<file path="src/rtl/light_pkg.sv">
// Shared definitions for the light-stick LED drivers: default sizes,
// fade FSM states and the channel slice helper.
package light_pkg;
  localparam int CH_DEF = 3;
  localparam int W_DEF  = 8;

  typedef enum logic {IDLE = 1'b0, FADE = 1'b1} fade_state_e;

  // LSB position of channel c inside a flat CH*W vector
  function automatic int ch_lsb(input int c, input int w);
    return c * w;
  endfunction
endpackage

</file>
<file path="src/rtl/rgb_fade_pwm_if.sv">
// Command handshake between the pattern player and the LED fade driver.
interface rgb_fade_pwm_if #(
  parameter int CH = light_pkg::CH_DEF,
  parameter int W  = light_pkg::W_DEF
);
  logic            load_valid;
  logic            load_ready;
  logic [CH*W-1:0] load_target;
  logic            load_snap;
  logic [7:0]      load_rate;

  modport master (output load_valid, load_target, load_snap, load_rate,
                  input  load_ready);
  modport slave  (input  load_valid, load_target, load_snap, load_rate,
                  output load_ready);
endinterface

</file>
<file path="src/rtl/fade_channel.sv">
// One LED channel: working level with +/-1 fade step, frame-latched shadow
// and the PWM compare against the shared period counter.
module fade_channel #(
  parameter int W = 8
) (
  input  logic         clock,
  input  logic         reset_n,
  input  logic         load,
  input  logic [W-1:0] load_val,
  input  logic         step,
  input  logic [W-1:0] target,
  input  logic         frame_end,
  input  logic [W-1:0] cnt,
  output logic [W-1:0] level,
  output logic         at_target,
  output logic         pwm
);
  logic [W-1:0] shadow;

  assign at_target = (level == target);

  always_ff @(posedge clock or negedge reset_n) begin
    if (!reset_n) begin
      level  <= '0;
      shadow <= '0;
      pwm    <= 1'b0;
    end else begin
      if (load)
        level <= load_val;
      else if (step && !at_target)
        level <= (level < target) ? level + 1'b1 : level - 1'b1;
      // shadow only moves at the period boundary so each period is glitch-free
      if (frame_end)
        shadow <= level;
      pwm <= (cnt < shadow);
    end
  end
endmodule

</file>
<file path="src/rtl/rgb_fade_pwm.sv">
// Multi-channel LED driver: snap or linear fade to a commanded colour,
// with levels handed to the PWM only on frame boundaries.
module rgb_fade_pwm
  import light_pkg::*;
#(
  parameter int CH       = CH_DEF,
  parameter int W        = W_DEF,
  parameter int STEP_DIV = 1024
) (
  input  logic            clock,
  input  logic            reset_n,
  rgb_fade_pwm_if.slave   bus,
  input  logic            stop,
  output logic            busy,
  output logic [CH*W-1:0] level,
  output logic            frame_tick,
  output logic [CH-1:0]   pwm_out
);
  localparam int           PW    = (STEP_DIV > 1) ? $clog2(STEP_DIV) : 1;
  localparam logic [PW-1:0] PLAST = PW'(STEP_DIV - 1);
  localparam logic [W-1:0]  CLAST = ~W'(1);

  fade_state_e     state;
  logic [7:0]      rate, rcnt;
  logic [PW-1:0]   pcnt;
  logic [CH*W-1:0] target;
  logic [W-1:0]    cnt;
  logic [CH-1:0]   at_tgt;
  logic            accept, snap_ld, step, all_at, frame_end;

  assign accept    = bus.load_valid && bus.load_ready;
  assign snap_ld   = accept && bus.load_snap;
  // stop freezes levels even if it lands on a step cycle
  assign step      = (state == FADE) && (pcnt == PLAST) && (rcnt == rate) && !stop;
  assign all_at    = &at_tgt;
  assign frame_end = (cnt == CLAST);

  always_ff @(posedge clock or negedge reset_n) begin
    if (!reset_n) begin
      state          <= IDLE;
      bus.load_ready <= 1'b1;
      busy           <= 1'b0;
      rate           <= '0;
      target         <= '0;
      pcnt           <= '0;
      rcnt           <= '0;
    end else if (accept) begin
      target <= bus.load_target;
      rate   <= bus.load_rate;
      pcnt   <= '0;
      rcnt   <= '0;
      if (!bus.load_snap) begin
        state          <= FADE;
        bus.load_ready <= 1'b0;
        busy           <= 1'b1;
      end
    end else if (state == FADE) begin
      if (stop || all_at) begin
        state          <= IDLE;
        bus.load_ready <= 1'b1;
        busy           <= 1'b0;
        pcnt           <= '0;
        rcnt           <= '0;
      end else begin
        pcnt <= (pcnt == PLAST) ? '0 : pcnt + 1'b1;
        if (pcnt == PLAST)
          rcnt <= (rcnt == rate) ? '0 : rcnt + 8'd1;
      end
    end
  end

  // shared PWM period counter, 2^W-1 cycles per frame
  always_ff @(posedge clock or negedge reset_n) begin
    if (!reset_n) begin
      cnt        <= '0;
      frame_tick <= 1'b0;
    end else begin
      cnt        <= frame_end ? '0 : cnt + 1'b1;
      frame_tick <= frame_end;
    end
  end

  for (genvar c = 0; c < CH; c++) begin : g_ch
    fade_channel #(.W(W)) u_ch (
      .clock     (clock),
      .reset_n   (reset_n),
      .load      (snap_ld),
      .load_val  (bus.load_target[ch_lsb(c, W) +: W]),
      .step      (step),
      .target    (target[ch_lsb(c, W) +: W]),
      .frame_end (frame_end),
      .cnt       (cnt),
      .level     (level[ch_lsb(c, W) +: W]),
      .at_target (at_tgt[c]),
      .pwm       (pwm_out[c])
    );
  end
endmodule

</file>
<file path="src/flat_wrapper.sv">
// flat-port wrapper written by rule: the top's interface ports become plain ports
module rgb_fade_pwm_flat import light_pkg::*;
#(
  parameter int CH       = CH_DEF,
  parameter int W        = W_DEF,
  parameter int STEP_DIV = 1024
)
  (clock, reset_n, stop, busy, level, frame_tick, pwm_out, bus_load_valid, bus_load_target, bus_load_snap, bus_load_rate, bus_load_ready);
  rgb_fade_pwm_if #(.CH(CH), .W(W)) bus_i ();
  input  logic clock;
  input  logic reset_n;
  input  logic stop;
  output logic busy;
  output logic [CH*W-1:0] level;
  output logic frame_tick;
  output logic [CH-1:0] pwm_out;
  input wire logic [$bits(bus_i.load_valid)-1:0] bus_load_valid;
  input wire logic [$bits(bus_i.load_target)-1:0] bus_load_target;
  input wire logic [$bits(bus_i.load_snap)-1:0] bus_load_snap;
  input wire logic [$bits(bus_i.load_rate)-1:0] bus_load_rate;
  output wire logic [$bits(bus_i.load_ready)-1:0] bus_load_ready;
  assign bus_i.load_valid = bus_load_valid;
  assign bus_i.load_target = bus_load_target;
  assign bus_i.load_snap = bus_load_snap;
  assign bus_i.load_rate = bus_load_rate;
  assign bus_load_ready = bus_i.load_ready;
  rgb_fade_pwm #(.CH(CH), .W(W), .STEP_DIV(STEP_DIV)) u_core (.clock(clock), .reset_n(reset_n), .bus(bus_i), .stop(stop), .busy(busy), .level(level), .frame_tick(frame_tick), .pwm_out(pwm_out));
endmodule
</file>
<file path="config.mk">
export PLATFORM = sky130hd
export DESIGN_NAME = rgb_fade_pwm_flat
export DESIGN_NICKNAME = d
export VERILOG_FILES = /design/src/rtl/light_pkg.sv /design/src/rtl/rgb_fade_pwm_if.sv /design/src/rtl/fade_channel.sv /design/src/rtl/rgb_fade_pwm.sv /design/src/flat_wrapper.sv
export SDC_FILE = /design/constraint.sdc
export NUM_CORES = 1
export LEC_CHECK = 0
export CORE_MARGIN = 4
export CORE_UTILIZATION = 60
export CTS_BUF_LIST = sky130_fd_sc_hd__clkbuf_4 sky130_fd_sc_hd__clkbuf_8
export CTS_CLUSTER_SIZE = 8
export DETAILED_ROUTE_END_ITERATION = 12
export PLACE_DENSITY_LB_ADDON = 0.2
export SLEW_MARGIN = 20
export SYNTH_ARGS = -nofsm -noshare
export SYNTH_HDL_FRONTEND = slang
export SYNTH_SLANG_ARGS = --single-unit
</file>
<file path="constraint.sdc">
create_clock -name clock -period 3.59 [get_ports clock]
set_clock_uncertainty 0.2 [all_clocks]
set_input_delay 0.718 -clock clock [delete_from_list [all_inputs] [get_ports clock]]
set_output_delay 0.718 -clock clock [all_outputs]
set_load 0.02 [all_outputs]
</file>
==> impl_metrics.ini, run 1 <==
[timing]
tightest_slew_ns = 0.7119
slew_headroom_pct = 52.43
period_needed_ns = 3.425
rsz0062_at_grt = no
finalHoldViolCount = 0
final-setup-viol-count = 0
fmax_mhz = 292.0
period_share_pct = 95.39
drv_slew = 0
finalSetupTns_ns = 0

[clock_tree]
cts-root-buf = clkbuf_8
cts_resized = 0
cts_sinks = 113
cts_buffer_depth = 2
worstSkewPairLatency_ns = 0.45
h-tree-depth = 4
clk_pin_slew_ns = 0.07
cts-buffers-inserted = 17
cts_tree = built
cts_hold_buffers = 0
cts_setup_buffers = 0

[global_route]
antenna_found_initial = 0
grt_overflow = 0
grt_pass1_wl_mm = 25.45
grt_max_degree = 52
grt_pass1_vias = 5414
track_usage_pct = 24.63

[cells_and_area]
fin_area_um2 = 7979
seq_area_um2 = 2829
drive_gt1_share_pct = 9.135
diodes = 0
multiInputGateArea_um2 = 3620
area.growth.synth_to_final_pct = 17.35
utilization_pct = 72.65
fillers = 813
nNetsFinal = 918

[routing]
wl_per_cell_um = 15.58
drtPass1Iterations = 4
drc_errors = 0
num_vias = 5329
drt_wl_total_mm = 14.97
ant_nets = 0
avgViaCountPerCell = 5.545
drt_iter0_markers = 284

[floorplanning]
dieArea_um2 = 13100
pin_count = 67
die_y_um = 114.5
core.rowCount = 38
core_um2 = 10980
die_w_um = 114.5
start_util_pct = 61.90

[synthesis]
synth_nets = 849
ys_warn_count = 0
postSynthAreaPerCell_um2 = 9.200
synth.ff_latch_count = 113
synthArstFlopShare_pct = 100.0
synth_edf_count = 0
synthCells = 739
syn_area_um2 = 6799
yosys.cell_types.count = 58
ys.flop_type = dfrtp_1
yosysSeqAreaShare_pct = 41.61

[setup_path]
start_kind = register
path_class = reg2reg
path_max_fanout = 9
rr_startpoint = u_core.g_ch[2].u_ch.level[1]$_DFFE_PN0P_
endpoint_kind = register
rr_worst_depth = 13
reg2reg_slack_ns = 0.17
reg2reg_to = u_core.g_ch[2].u_ch.level[7]$_DFFE_PN0P_
arrival_ns = 3.56
cp_data_required_time_ns = 3.72
cp-endpoint = u_core.g_ch[2].u_ch.level[7]$_DFFE_PN0P_
crit_start = u_core.g_ch[2].u_ch.level[1]$_DFFE_PN0P_

[placement]
place_congestion = 0.8852
dp_hpwl_mm = 10.92
placed_area_um2 = 7569
io_buffers = 66

[worst_hold_path]
hold_path.class = in2async

[power]
power_leakage_nw = 3.975
powerDensity_nw_per_um2 = 317.4
ir_drop_mv = 0.2863

[run_status]
status = finished clean

[run]
maxCapViolCount = 0
power breakdown:
part / internal, W / total (W) / switching (W)
Clock: 0.000683 / 0.00118 / 0.000497
Combinational: 0.0000391 / 0.0000782 / 0.0000391
Sequential: 0.00127 / 0.00127 / 0
Total: 0.00200 / 0.00253 / 0.000536
cells by family (layout without fill, tap and decap cells):
group	after synthesis	in the layout	share of synthesized area [%]
adder cells (fa/ha/maj)	73	73	13.77
XOR/XNOR	44	44	5.668
multiplexers	14	14	2.135
flip-flops	113	113	41.61
AO/OA/AOI/OAI	152	152	12.88
AND/OR/NAND/NOR	261	261	18.42
buffers and inverters	82	164	5.521
placed cells by master, fill, tap and decap left out, types with 4 or more instances in the layout:
cell and count:
inv_1 55, mux2_2 4, clkbuf_8 22, buf_4 11, o21ai_0 70, nand2_1 123
ha_1 69, clkdlybuf4s50_1 65, xnor2_1 18, nor3_1 8, nor2_1 60, nand3_1 15
o211ai_1 5, o21ai_1 7, nor3_2 5, nand4_1 11, a21oi_1 40, o21bai_1 5
xor2_1 26, and3_1 5, mux2i_1 10, clkbuf_4 6, nor4_1 5, dfrtp_1 112
nor2b_1 5
state kept, by name, indices dropped and copies added (netlist names):
name                     count
u_core.g_ch.u_ch.level      24
u_core.g_ch.u_ch.shadow     24
u_core.target               24
u_core.pcnt                 10
u_core.cnt                   8
u_core.rate                  8
u_core.rcnt                  8
u_core.g_ch.u_ch.pwm         3
u_core.bus.load_ready        1
u_core.busy                  1
u_core.frame_tick            1
u_core.state                 1
Yosys cell counts (4+ instances only):
master      n  area, um^2
dfrtp_1   112        2803
nand2_1   123       461.7
nor2b_1     5       31.28
o21bai_1    5       37.54
mux2i_1    10       100.1
clkbuf_1   13       48.80
inv_1      55       206.5
o211ai_1    5       37.54
xnor2_1    18       157.7
nor3_1      8       40.04
o21ai_1     7       35.03
ha_1       70       875.8
nand3_1    15       75.07
mux2_2      4       45.04
nand4_1    11       68.82
nor2_1     61       229.0
nor3_2      5       50.05
buf_6       5       56.30
a21oi_1    40       200.2
xor2_1     26       227.7
o21ai_0    70       350.3
and3_1      6       37.54
nor4_1      5       31.28
how the worst min path moves through the flow:
stage                                        startpoint                            end  slack [ns]  depth (start not counted)
after floorplan                                 reset_n        u_core.busy$_DFFE_PN0P_        0.22                          0
after global placement    u_core.target[16]$_DFFE_PN0P_  u_core.target[16]$_DFFE_PN0P_        0.27                          2
after detailed placement     u_core.rate[4]$_DFFE_PN0P_     u_core.rate[4]$_DFFE_PN0P_        0.29                          2
after CTS                                       reset_n        u_core.cnt[2]$_DFF_PN0_        0.11                          1
after global routing                            reset_n        u_core.cnt[2]$_DFF_PN0_        0.14                          1
final                                           reset_n        u_core.cnt[2]$_DFF_PN0_        0.11                          1
stage by stage:
stage	total power [W]	cells	setup slack, ns	hold slack [ns]
after floorplan	0.001301	739	0.1427	0.2224
after global placement	0.001376	929	0.2943	0.2739
after detailed placement	0.001377	929	0.1764	0.2857
after CTS	0.002561	961	0.1294	0.1143
after global routing	0.002619	961	0.01194	0.1407
final	0.002532	961	0.1655	0.1081
layout make-up:
class | instances | area share (%)
clock inverter | 4 | 0.5959
tap | 140 | 2.195
clock buffer | 28 | 4.359
sequential | 113 | 35.46
inverter | 55 | 2.587
multi-input combinational | 544 | 45.37
timing repair buffer | 77 | 9.440
worst max-delay path, stage by stage, from the launching register on:
cell and delay, ns:
dfrtp_1 0.45, ha_1 0.35, nor2b_1 0.15, o211ai_1 0.15, a21oi_1 0.09, a211o_2 0.41
ha_1 0.39, nand3_1 0.09, o211ai_1 0.21, nor4_1 0.07, nor3_1 0.24, xor2_1 0.24
mux2i_1 0.21, nand2_1 0.06
layer usage:
| metal | track usage, % | up-vias | wire length (um) |
|---|---|---|---|
| met5 | 0 | - | 0 |
| met4 | 10.06 | 0 | 337 |
| met3 | 6.395 | 27 | 690 |
| met2 | 39.66 | 100 | 7247 |
| met1 | 31.72 | 2550 | 6693 |
| li1 | - | 2652 | - |
Power figures use the tool's default switching activity.
==> inputs of run 2 (changes only) <==
- GPL_TIMING_DRIVEN: not set -> 0
==> impl_metrics.ini, run 2 (same netlist as run 1, synthesis figures left out) <==
[run_status]
status = finished clean

[placement]
placed_area_um2 = 7664
dp_cells = 946
place_congestion = 0.9038
dp_hpwl_mm = 12.04
io_buffers = 66

[timing]
finalHoldViolCount = 0
period_needed_ns = 3.402
period_share_pct = 94.77
whs_ns = 0.03000
slew_headroom_pct = 51.97
tightest_slew_ns = 0.7205
fmax_mhz = 293.9
rsz0062_at_grt = yes
drv_slew = 0
final-setup-viol-count = 0

[routing]
drc_errors = 0
ant_nets = 0
num_vias = 5600
drtPass1Iterations = 4
drt_iter0_markers = 391
wl_per_cell_um = 16.44
drt_wl_total_mm = 16.13
avgViaCountPerCell = 5.708

[cells_and_area]
reg_top3 = u_core.g_ch.u_ch.level x24, u_core.g_ch.u_ch.shadow x24, u_core.target x24
fin_area_um2 = 8239
final_cells = 981
drive_gt1_share_pct = 10.23
area.growth.synth_to_final_pct = 21.18
utilization_pct = 75.02
layout_common_cells = nand2_1 (123), dfrtp_1 (110), o21ai_0 (69)
layout_commonest_cell = nand2_1
diodes = 0
nNetsFinal = 939

[global_route]
antenna_found_initial = 0
track_usage_pct = 26.44
grt_overflow = 0
grt_pass1_wl_mm = 27.17
grt_max_degree = 64
grt_pass1_vias = 5643

[clock_tree]
cts-buffers-inserted = 17
clk_pin_slew_ns = 0.07
cts_tree = built
cts-root-buf = clkbuf_8
cts_buffer_depth = 2
h-tree-depth = 4
cts_sinks = 113
cts_hold_buffers = 0
worstSkewPairLatency_ns = 0.44

[floorplanning]
core.rowCount = 38
start_util_pct = 61.90
core_um2 = 10980
dieArea_um2 = 13100
pin_count = 67
die_w_um = 114.5
die_y_um = 114.5

[setup_path]
reg2reg_to = u_core.g_ch[2].u_ch.level[7]$_DFFE_PN0P_
endpoint_kind = register
rr_worst_depth = 13
path_max_fanout = 9
start_kind = register
rr_startpoint = u_core.g_ch[2].u_ch.level[1]$_DFFE_PN0P_
path_class = reg2reg
cp_data_required_time_ns = 3.72
reg2reg_slack_ns = 0.19
arrival_ns = 3.53

[run]
maxCapViolCount = 0

[power]
ir_drop_mv = 0.2752
power_leakage_nw = 4.051
powerDensity_nw_per_um2 = 332.7

[worst_hold_path]
hold_path.class = in2async
-- run 2: critical path, stage by stage (launching register included) --
cell and delay, ns:
dfrtp_2 0.46, ha_1 0.32, nor2b_1 0.13, o211ai_1 0.15
a21oi_1 0.09, a211o_2 0.40, ha_4 0.33, nand3_1 0.08
o211ai_1 0.26, nor4_1 0.09, nor3_1 0.22, xor2_1 0.26
mux2i_1 0.24, nand2_1 0.07
-- run 2: power breakdown --
group | switching, W | internal (W)
registers | 0 | 0.00127
logic | 0.0000389 | 0.0000397
clock network | 0.000516 | 0.000873
total | 0.000555 | 0.00219
-- run 2: layer usage --
layer / routed length, um / GRT usage (%) / share of wire, %
met1: 7091 / 34.00 / 44
met2: 7936 / 43.50 / 49
met3: 741 / 5.655 / 4.6
met4: 355 / 10.77 / 2.2
met5: 0 / 0 / 0
-- run 2: worst max-delay path by stage --
stage	startpoint	to	slack, ns
final	u_core.g_ch[2].u_ch.level[1]$_DFFE_PN0P_	u_core.g_ch[2].u_ch.level[7]$_DFFE_PN0P_	0.19
after global routing	u_core.g_ch[2].u_ch.level[1]$_DFFE_PN0P_	u_core.g_ch[2].u_ch.level[7]$_DFFE_PN0P_	-0.05
after CTS	u_core.g_ch[2].u_ch.level[1]$_DFFE_PN0P_	u_core.g_ch[2].u_ch.level[7]$_DFFE_PN0P_	0.07
after detailed placement	u_core.g_ch[1].u_ch.level[0]$_DFFE_PN0P_	u_core.g_ch[1].u_ch.level[7]$_DFFE_PN0P_	-0.40
after global placement	reset_n	u_core.rate[0]$_DFFE_PN0P_	-2.64
after floorplan	u_core.g_ch[1].u_ch.level[0]$_DFFE_PN0P_	u_core.g_ch[1].u_ch.level[7]$_DFFE_PN0P_	0.14
-- run 2: repair_timing --
action,4_1_cts,5_1_grt
hold endpoints to repair,0,0
setup buffers,0,4
resized for setup,2,11
pin swaps,0,6
endpoints found under the setup margin,3,4
-- run 2: area by class of cell --
class	instances	area, um^2
multi-input cells	544	3680
flip-flops and latches	113	2831
fillers	767	2744
repair buffers	71	719.4
clock buffers	21	276.5
inverters	55	206.4
clock inverters	10	181.4
well taps	140	175.2
plain buffers	27	168.9
-- run 2: through the flow --
| stage | setup TNS (ns) | setup WS, ns | power [W] |
|---|---|---|---|
| floorplan | 0 | 0.1427 | 0.001301 |
| global placement | -296.33 | -2.640 | 0.001373 |
| detailed placement | -0.4620 | -0.3985 | 0.001377 |
| CTS | 0 | 0.06597 | 0.002764 |
| global route | -0.05056 | -0.05056 | 0.002827 |
| finish | 0 | 0.1879 | 0.002741 |
==> inputs of run 3 (changes only) <==
- CORE_MARGIN: 4 -> not set
- CORE_UTILIZATION: 60 -> 54
- clock period: 3.59 -> 3 ns (I/O delays scaled with it)
==> impl_metrics.ini, run 3 (same netlist as run 1, synthesis figures left out) <==
[worst_hold_path]
hold_path.class = reg2reg

[routing]
ant_nets = 0
num_vias = 5706
drc_errors = 0
drt_wl_total_mm = 16.93
wl_per_cell_um = 16.37
drt_iter0_markers = 343
avgViaCountPerCell = 5.518
drtPass1Iterations = 6

[setup_path]
arrival_ns = 3.39
start_kind = register
path_class = reg2reg
endpoint_kind = register
path_max_fanout = 6
cp_data_required_time_ns = 3.12
reg2reg_slack_ns = -0.27

[floorplanning]
die_y_um = 114.2
start_util_pct = 55.91
dieArea_um2 = 13040
core_um2 = 12160
core.rowCount = 40
die_w_um = 114.2
pin_count = 67

[power]
ir_drop_mv = 0.3202
power_leakage_nw = 4.094
powerDensity_nw_per_um2 = 335.9

[clock_tree]
worstSkewPairLatency_ns = 0.44
h-tree-depth = 4
cts_tree = built
cts-root-buf = clkbuf_8
cts_sinks = 113
cts-buffers-inserted = 17
cts_buffer_depth = 2
clk_pin_slew_ns = 0.07

[timing]
period_share_pct = 109.0
worst_slack_ns = -0.2692
period_needed_ns = 3.269
tightest_slew_ns = 0.7476
fmax_mhz = 305.9
finalHoldViolCount = 0
drv_slew = 0
rsz0062_at_grt = yes
slew_headroom_pct = 50.16
final-setup-viol-count = 7

[cells_and_area]
diodes = 0
layout_commonest_cell = nand2_1
fillers = 901
nNetsFinal = 965
fin_area_um2 = 8673
layout_common_cells = nand2_1 (123), dfrtp_1 (92), o21ai_0 (65), clkdlybuf4s50_1 (65), nor2_1 (59)
drive_gt1_share_pct = 19.52
reg_top3 = u_core.g_ch.u_ch.level x24, u_core.g_ch.u_ch.shadow x24, u_core.target x24
utilization_pct = 71.32
final_cells = 1034
area.growth.synth_to_final_pct = 27.57

[placement]
place_congestion = 0.8603
placed_area_um2 = 7830
io_buffers = 66
dp_hpwl_mm = 11.96
dp_cells = 974

[run]
maxCapViolCount = 0

[global_route]
track_usage_pct = 28.22
antenna_found_initial = 0
grt_pass1_wl_mm = 28.14
grt_max_degree = 63
grt_overflow = 0
grt_pass1_vias = 5854

[run_status]
status = finished with violations
violations = negative setup slack
[run 3: report_power, final]
group           total, W  switching (W)  internal, W
combinational  0.0000959      0.0000475    0.0000484
clock            0.00129       0.000587     0.000706
sequential       0.00152              0      0.00152
total            0.00291       0.000635      0.00228
[run 3: through the flow]
stage,hold slack (ns),worst slack [ns],TNS [ns],power (W)
finish,0.2959,-0.2692,-1.121,0.002913
floorplan,0.1044,0.006358,0,0.001557
CTS,0.3011,-0.1820,-0.6353,0.002937
global route,0.3277,-0.3596,-2.327,0.003019
global placement,0.2689,-3.687,-368.41,0.001644
detailed placement,0.2849,-0.2869,-1.307,0.001648
[run 3: final timing paths]
check	end	depth (start not counted)	start
min in group asynchronous	u_core.g_ch[1].u_ch.pwm$_DFF_PN0_	2	reset_n
max	u_core.g_ch[0].u_ch.level[6]$_DFFE_PN0P_	14	u_core.g_ch[0].u_ch.level[1]$_DFFE_PN0P_
max in group asynchronous	u_core.bus.load_ready$_DFFE_PN1P_	3	reset_n
max reg2reg	u_core.g_ch[0].u_ch.level[6]$_DFFE_PN0P_	14	u_core.g_ch[0].u_ch.level[1]$_DFFE_PN0P_
min	u_core.rate[2]$_DFFE_PN0P_	2	u_core.rate[2]$_DFFE_PN0P_
min reg2reg	u_core.rate[2]$_DFFE_PN0P_	2	u_core.rate[2]$_DFFE_PN0P_
[run 3: timing repair]
action                     4_1_cts  5_1_grt
setup endpoints to repair       10       13
hold endpoints to repair        61        0
cloned                           0        0
pin swaps                       24       15
hold buffers                     1        0
gates resized for setup         30       32
buffers inserted                25        4
[run 3: worst max-delay path, cell delays in order, from the launching register on]
cell      delay, ns
dfrtp_2        0.43
ha_4           0.22
nor2b_4        0.12
o211ai_1       0.23
a21oi_2        0.09
a211o_4        0.39
buf_6          0.15
fa_2           0.37
a21o_1         0.19
a21oi_2        0.15
o21bai_1       0.08
a21oi_1        0.17
xnor2_1        0.09
mux2i_1        0.20
o21ai_2        0.07
[run 3: layout make-up]
| cell class | instances | area (um^2) | share of cell area (%) |
|---|---|---|---|
| tap | 168 | 210.2 | 2.424 |
| inverter | 55 | 206.4 | 2.380 |
| multi-input combinational | 544 | 3950 | 45.54 |
| sequential | 113 | 2854 | 32.91 |
| timing repair buffer | 97 | 924.6 | 10.66 |
| buffer | 27 | 168.9 | 1.947 |
| clock inverter | 5 | 27.53 | 0.3174 |
| clock buffer | 25 | 331.6 | 3.823 |
[run 3: routing by layer]
layer  share of wire [%]  GRT usage (%)  up-vias
met5                   0              0        -
met4                 3.0          13.25        0
met3                 5.1          6.458       42
met2                  50          46.91      159
met1                  42          34.95     2772
li1                    -              -     2733
